`src/rtl/reg_file_pkg.sv`:
```
// Shared sizing and types for the 4-entry, 4-bit register file.
package reg_file_pkg;
  localparam int REG_WIDTH = 4;
  localparam int N_REGS    = 4;
  localparam int ADDR_W    = 2;

  typedef logic [REG_WIDTH-1:0] reg_word_t;
endpackage

```
`src/rtl/reg_bank_decode_4_if.sv`:
```
// Write-side bus of the register bank: address/strobe/data in, decode and register contents out.
interface reg_bank_decode_4_if
  import reg_file_pkg::*;
#(
  parameter int WIDTH = REG_WIDTH
);
  logic [ADDR_W-1:0] i_reg_write;
  logic              i_write_enable;
  logic [WIDTH-1:0]  i_port_write;
  logic [N_REGS-1:0] o_one_hot;
  logic [N_REGS-1:0] o_write_en;
  logic [WIDTH-1:0]  o_q0;
  logic [WIDTH-1:0]  o_q1;
  logic [WIDTH-1:0]  o_q2;
  logic [WIDTH-1:0]  o_q3;

  modport master (
    output i_reg_write, i_write_enable, i_port_write,
    input  o_one_hot, o_write_en, o_q0, o_q1, o_q2, o_q3
  );

  modport slave (
    input  i_reg_write, i_write_enable, i_port_write,
    output o_one_hot, o_write_en, o_q0, o_q1, o_q2, o_q3
  );
endinterface

```
`src/rtl/register_en_4.sv`:
```
// Enable-gated storage register with synchronous active-low clear.
module register_en_4
  import reg_file_pkg::*;
#(
  parameter int WIDTH = REG_WIDTH
) (
  input  logic             i_clk,
  input  logic             i_rst_n,
  input  logic             i_en,
  input  logic [WIDTH-1:0] i_d,
  output logic [WIDTH-1:0] o_q
);
  logic [WIDTH-1:0] q_d;
  logic [WIDTH-1:0] q_q;

  always_comb begin
    q_d = q_q;
    if (i_en) q_d = i_d;
  end

  // Clear wins over a load presented on the same edge.
  always_ff @(posedge i_clk) begin
    if (!i_rst_n) q_q <= '0;
    else          q_q <= q_d;
  end

  assign o_q = q_q;
endmodule

```
`src/rtl/reg_bank_decode_4.sv`:
```
// Write side of the 4x4 register file: one-hot address decode gating four enable registers.
module reg_bank_decode_4 #(
  parameter int WIDTH  = reg_file_pkg::REG_WIDTH,
  parameter int N_REGS = 4
) (
  input  logic              i_clk,
  input  logic              i_rst_n,
  reg_bank_decode_4_if.slave bus
);
  import reg_file_pkg::*;

  logic [N_REGS-1:0] one_hot;
  logic [N_REGS-1:0] write_en;
  logic [WIDTH-1:0]  q [N_REGS];

  // Fully covered case so an X address only yields a don't-care, never a latch.
  always_comb begin
    one_hot = '0;
    case (bus.i_reg_write)
      2'd0:    one_hot = 4'b0001;
      2'd1:    one_hot = 4'b0010;
      2'd2:    one_hot = 4'b0100;
      2'd3:    one_hot = 4'b1000;
      default: one_hot = 'x;
    endcase
  end

  always_comb begin
    write_en = '0;
    if (bus.i_write_enable) write_en = one_hot;
  end

  for (genvar k = 0; k < N_REGS; k++) begin : g_reg
    register_en_4 #(
      .WIDTH(WIDTH)
    ) u_reg (
      .i_clk  (i_clk),
      .i_rst_n(i_rst_n),
      .i_en   (write_en[k]),
      .i_d    (bus.i_port_write),
      .o_q    (q[k])
    );
  end

  assign bus.o_one_hot  = one_hot;
  assign bus.o_write_en = write_en;
  assign bus.o_q0       = q[0];
  assign bus.o_q1       = q[1];
  assign bus.o_q2       = q[2];
  assign bus.o_q3       = q[3];
endmodule

```
`src/flat_wrapper.sv`:
```
// flat-port wrapper written by rule: the top's interface ports become plain ports
module reg_bank_decode_4_flat import reg_file_pkg::*;
#(
  parameter int WIDTH  = reg_file_pkg::REG_WIDTH,
  parameter int N_REGS = 4
)
  (i_clk, i_rst_n, bus_i_reg_write, bus_i_write_enable, bus_i_port_write, bus_o_one_hot, bus_o_write_en, bus_o_q0, bus_o_q1, bus_o_q2, bus_o_q3);
  reg_bank_decode_4_if #(.WIDTH(WIDTH)) bus_i ();
  input  logic i_clk;
  input  logic i_rst_n;
  input wire logic [$bits(bus_i.i_reg_write)-1:0] bus_i_reg_write;
  input wire logic [$bits(bus_i.i_write_enable)-1:0] bus_i_write_enable;
  input wire logic [$bits(bus_i.i_port_write)-1:0] bus_i_port_write;
  output wire logic [$bits(bus_i.o_one_hot)-1:0] bus_o_one_hot;
  output wire logic [$bits(bus_i.o_write_en)-1:0] bus_o_write_en;
  output wire logic [$bits(bus_i.o_q0)-1:0] bus_o_q0;
  output wire logic [$bits(bus_i.o_q1)-1:0] bus_o_q1;
  output wire logic [$bits(bus_i.o_q2)-1:0] bus_o_q2;
  output wire logic [$bits(bus_i.o_q3)-1:0] bus_o_q3;
  assign bus_i.i_reg_write = bus_i_reg_write;
  assign bus_i.i_write_enable = bus_i_write_enable;
  assign bus_i.i_port_write = bus_i_port_write;
  assign bus_o_one_hot = bus_i.o_one_hot;
  assign bus_o_write_en = bus_i.o_write_en;
  assign bus_o_q0 = bus_i.o_q0;
  assign bus_o_q1 = bus_i.o_q1;
  assign bus_o_q2 = bus_i.o_q2;
  assign bus_o_q3 = bus_i.o_q3;
  reg_bank_decode_4 #(.WIDTH(WIDTH), .N_REGS(N_REGS)) u_core (.i_clk(i_clk), .i_rst_n(i_rst_n), .bus(bus_i));
endmodule
```
`config.mk`:
```
export PLATFORM = sky130hd
export DESIGN_NAME = reg_bank_decode_4_flat
export DESIGN_NICKNAME = d
export VERILOG_FILES = /design/src/rtl/reg_file_pkg.sv /design/src/rtl/reg_bank_decode_4_if.sv /design/src/rtl/register_en_4.sv /design/src/rtl/reg_bank_decode_4.sv /design/src/flat_wrapper.sv
export SDC_FILE = /design/constraint.sdc
export NUM_CORES = 1
export LEC_CHECK = 0
export ABC_AREA = 1
export CAP_MARGIN = 0
export CORE_AREA = 8 8 46 62
export DETAILED_ROUTE_END_ITERATION = 16
export DIE_AREA = 0 0 54 70
export PLACE_DENSITY = 0.84
export SYNTH_ARGS = -nofsm -noshare
export SYNTH_HDL_FRONTEND = slang
export SYNTH_HIERARCHICAL = 1
export SYNTH_SLANG_ARGS = --single-unit
```
`constraint.sdc`:
```
create_clock -name i_clk -period 0.8 [get_ports i_clk]
set_input_delay 0.08 -clock i_clk [delete_from_list [all_inputs] [get_ports i_clk]]
set_output_delay 0.08 -clock i_clk [all_outputs]
set_load 0.01 [all_outputs]
```
-- Yosys cells after proc, flatten, opt, wreduce, memory -nomap -nowiden
Cells that the tools add are included.
- register bits after elaboration: 16
- input bits: 9
- output and inout bits: 24
- word-level logic and storage cells: 10
- eq/ne operators: 3
- muxes and demuxes: 2
- reduce and logical (&&, ||, !) cells: 1
- operators by type and width (cell ; count):
    4-bit one-hot mux with 4 select lines ; 1
    2-bit equality test, second input constant ; 2
    4-bit two-way mux ; 1
    2-bit by 1-bit equality test with 1-bit output, second input constant ; 1
    2-bit zero test ; 1

-- Longest topological paths before layout
- depth after elaboration: 3
- gate-level depth with buffers: 7
- gate-level depth less buffers: 6

-- Hierarchy
The synthesis kept the hierarchy.
- by module, submodules not included (module ; times used ; cells each ; area each (µm²) ; seq. area each (µm²)):
    register_en_4 ; 4 ; 25 ; 166.4 ; 80.1
    reg_bank_decode_4 ; 1 ; 15 ; 56.3 ; 0.0

-- Least setup slack after synthesis
No wires, ideal clock.
- path type: input -> register
- start point: in bus_i_reg_write[0]
- end point: reg u_core.g_reg[0].u_reg.q_q[0]
- library setup time: 0.113 ns
- arrival: 0.696 ns
- data required time: 0.687 ns
- path slack: -0.009 ns
- stages: 7
- path buffers: 1
- path through: inv_1 nand2_1 nor2_1 buf_6 nand2_1 nand2_1 nor2_1
- word-level cells in the longest chain between the ends: 3
- elaborated cells on any way between the ends: 6
- those cells by class: 3 x eq/ne; 2 x mux; 1 x reduce/logical
- ends and longest elaborated chain (element ; RTL line ; RTL):
    from (decl) ; flat_wrapper.sv:11 ; input wire logic [$bits(bus_i.i_reg_write)-1:0] bus_i_reg_write;
    2-bit equality test (tied with other cells) ; reg_bank_decode_4.sv:19 ; case (bus.i_reg_write)
    4-bit one-hot mux with 4 select lines * ; reg_bank_decode_4.sv:19 ;
    4-bit two-way mux * ; reg_bank_decode_4.sv:30 ; if (bus.i_write_enable) write_en = one_hot;
    via bus_o_write_en[0] ; flat_wrapper.sv:15 ; output wire logic [$bits(bus_i.o_write_en)-1:0] bus_o_write_en;
    to (signal assigned) ; register_en_4.sv:24 ; else q_q <= q_d;
    to (decl) ; register_en_4.sv:14 ; logic [WIDTH-1:0] q_q;
The timed path passes the listed nets; every way through them passes the cells marked *.
A chain may end at the register's enable or synchronous reset.

-- Final worst setup path
- start point: reg u_core.g_reg[0].u_reg.q_q[0]
- end point: out bus_o_q0[0]
- RTL lines (element ; RTL line ; RTL):
    to (decl) ; flat_wrapper.sv:16 ; output wire logic [$bits(bus_i.o_q0)-1:0] bus_o_q0;
No word-level cell between the ends.

==> flow_summary.ini <==
[layout]
design_area_sq_mm = 0.001117
multiInputGateArea_sq_um = 292.8
seq_area_sq_um = 340.3
diodes = 0
fillers = 194
largest_register_ffs = 16
area_delta_synth_final_pct = 54.77
nNetsFinal = 162
final_core_util = 0.5732
drive_gt1_frac = 0.3907

[worst_setup_path]
cp.required_ns = 0.72
worstPathCellList = buf_6
r2r_slack_ns = 0.19
crit_start = u_core/g_reg[0].u_reg/o_q[0]$_SDFFE_PN0P_
slowest_delay_ns = 0.34
cp_slowest_cell = dfxtp_2
crit_family = flip-flops
worstSetupPathType = register to primary output
regToRegStartpoint = u_core/g_reg[3].u_reg/o_q[1]$_SDFFE_PN0P_
crit_path_end_kind = primary output
worst-path-buf-inv = 1
startpoint_type = register
crit_arrival_ns = 0.72
path_max_fanout = 2

[yosys]
synth.area.top_cells = dfxtp_1, nand2_1, nor2_1
yosys_warnings = 6
synth_compound_area_frac = 0
synth_cell_types = 5
yosys.area.top_type = dfxtp_1
synth.top_cell.area_share = 0.4437
synthAdderAreaFrac = 0
synth_cells = 115
syn_nets = 124
synth-simple-area-share = 0.3744
syn_area_per_cell_sq_um = 6.278
synth_xor_area_frac = 0
synth_top_family_by_area = simple AND/OR/NAND/NOR gates
seq_area_frac_synth = 0.4437
synth_area_sq_um = 721.9
synthMuxAreaShare = 0
synth-seq-cells = 16

[floorplanning]
initial_core_util = 0.3703
die_y_um = 70
rows = 19
core_sq_mm = 0.001949
dieArea_sq_mm = 0.003780
die_w_um = 54
ios = 33

[hold_path]
holdCritPathClass = input port to register
hp-start = bus_i_reg_write[0]

[detailed_routing]
wl_mm = 1.857
drc = 0
final_antenna_net_count = 0
drt-initial-drc-count = 12
vias = 750
first_pass_iters = 4
vias_per_cell = 4.360
post_drt_wl_per_cell_um = 10.80

[run_status]
violations = setup timing
status = finished with violations

[clocking]
cts-buffers-inserted = 3
htree_num_levels = 1
clk_path_buf_depth = 2
post_cts_buffers = 0
cts.sinks = 16
clk_pin_slew_worst_paths_ns = 0.08
root_buffer = clkbuf_4
clkLatencyLatePin_ns = 0.27
tritoncts = yes

[sta]
relSlewSlack = 0.8755
hold_viol = 0
fin_crit_sh = 1.005
whs_ns = 0.3735
worstMarginPinSlew_ns = 0.1861
tns_ns = -0.007231
max_freq_ghz = 1.244
min_period_ns = 0.8039
slew_viol_final = 0
grt_setup_unrepaired = yes
skew_ns = 0
worst_slack_ns = -0.003859
setup_viol_count_final = 3

[grt]
grt_max_degree = 17
grt_usage = 0.1053
first_global_vias = 743
antenna_found_initial = 0
grt_pass1_wl_mm = 3.111
grt_overflow = 0

[power]
p_leak_nw = 0.6173
ir_drop_uv = 853.9
power_density_mw_per_mm2 = 1461

[placed_design]
place.gp.congestion = 0.7607
io_buffers = 32
placed_cell_area_sq_mm = 0.001081
hpwl_mm = 1.462
pre_cts_slack_ns = -0.6422

[run]
cap_violations = 0
logic make-up after synthesis:
| kind of cell | count (synthesis) |
|---|---|
| buffers and inverters | 27 |
| flip-flops | 16 |
| AND/OR/NAND/NOR | 72 |
repair_timing:
item | CTS | global route
pin swaps | 4 | 2
endpoints found under the setup margin | 40 | 30
hold buffers | 0 | 0
endpoints found under the hold margin | 0 | 0
gates resized for setup | 133 | 7
cells in the final DEF (no fill, tap or decap), drive strengths merged:
cell | netlist | layout
clkdlybuf4s15 | 0 | 1
nand2 | 36 | 36
inv | 23 | 23
clkbuf | 0 | 4
clkdlybuf4s50 | 0 | 5
buf | 4 | 28
nor2 | 36 | 36
dlygate4sd2 | 0 | 2
dfxtp | 16 | 16
cells in the mapped netlist:
library cell   n
nor2_1        36
inv_1         23
nand2_1       36
buf_6          4
dfxtp_1       16
through the flow:
step,total power [mW],instances
after global routing,1.715,172
final,1.632,172
after global placement,1.238,169
after CTS,1.654,172
after floorplan,1.041,115
after detailed placement,1.247,169
worst paths after layout:
| path | end | depth (start not counted) |
|---|---|---|
| max | bus_o_q0[0] | 1 |
| min | u_core/g_reg[1].u_reg/o_q[1]$_SDFFE_PN0P_ | 6 |
| max reg2reg | u_core/g_reg[3].u_reg/o_q[1]$_SDFFE_PN0P_ | 2 |
| min reg2reg | u_core/g_reg[1].u_reg/o_q[2]$_SDFFE_PN0P_ | 2 |
metal layers:
metal / global-route usage / wire length [um] / up-vias
met5: 0 / 0 / -
met4: 0.05769 / 21 / 0
met3: 0.04449 / 181 / 2
met2: 0.1746 / 988 / 23
met1: 0.1039 / 666 / 328
li1: - / - / 397
report_power, final:
group / leakage (nW) / internal, mW / switching [mW]
Sequential: 0.138 / 0.846 / 0.0282
Clock: 0.0138 / 0.174 / 0.222
Combinational: 0.466 / 0.187 / 0.175
Total: 0.617 / 1.21 / 0.426
layout make-up:
class | instances | area share
timing repair buffer | 37 | 0.3124
tap | 21 | 0.02352
sequential | 16 | 0.3046
inverter | 23 | 0.07727
multi-input combinational | 72 | 0.2620
clock buffer | 3 | 0.02016
(Power assumes the default switching activity.)
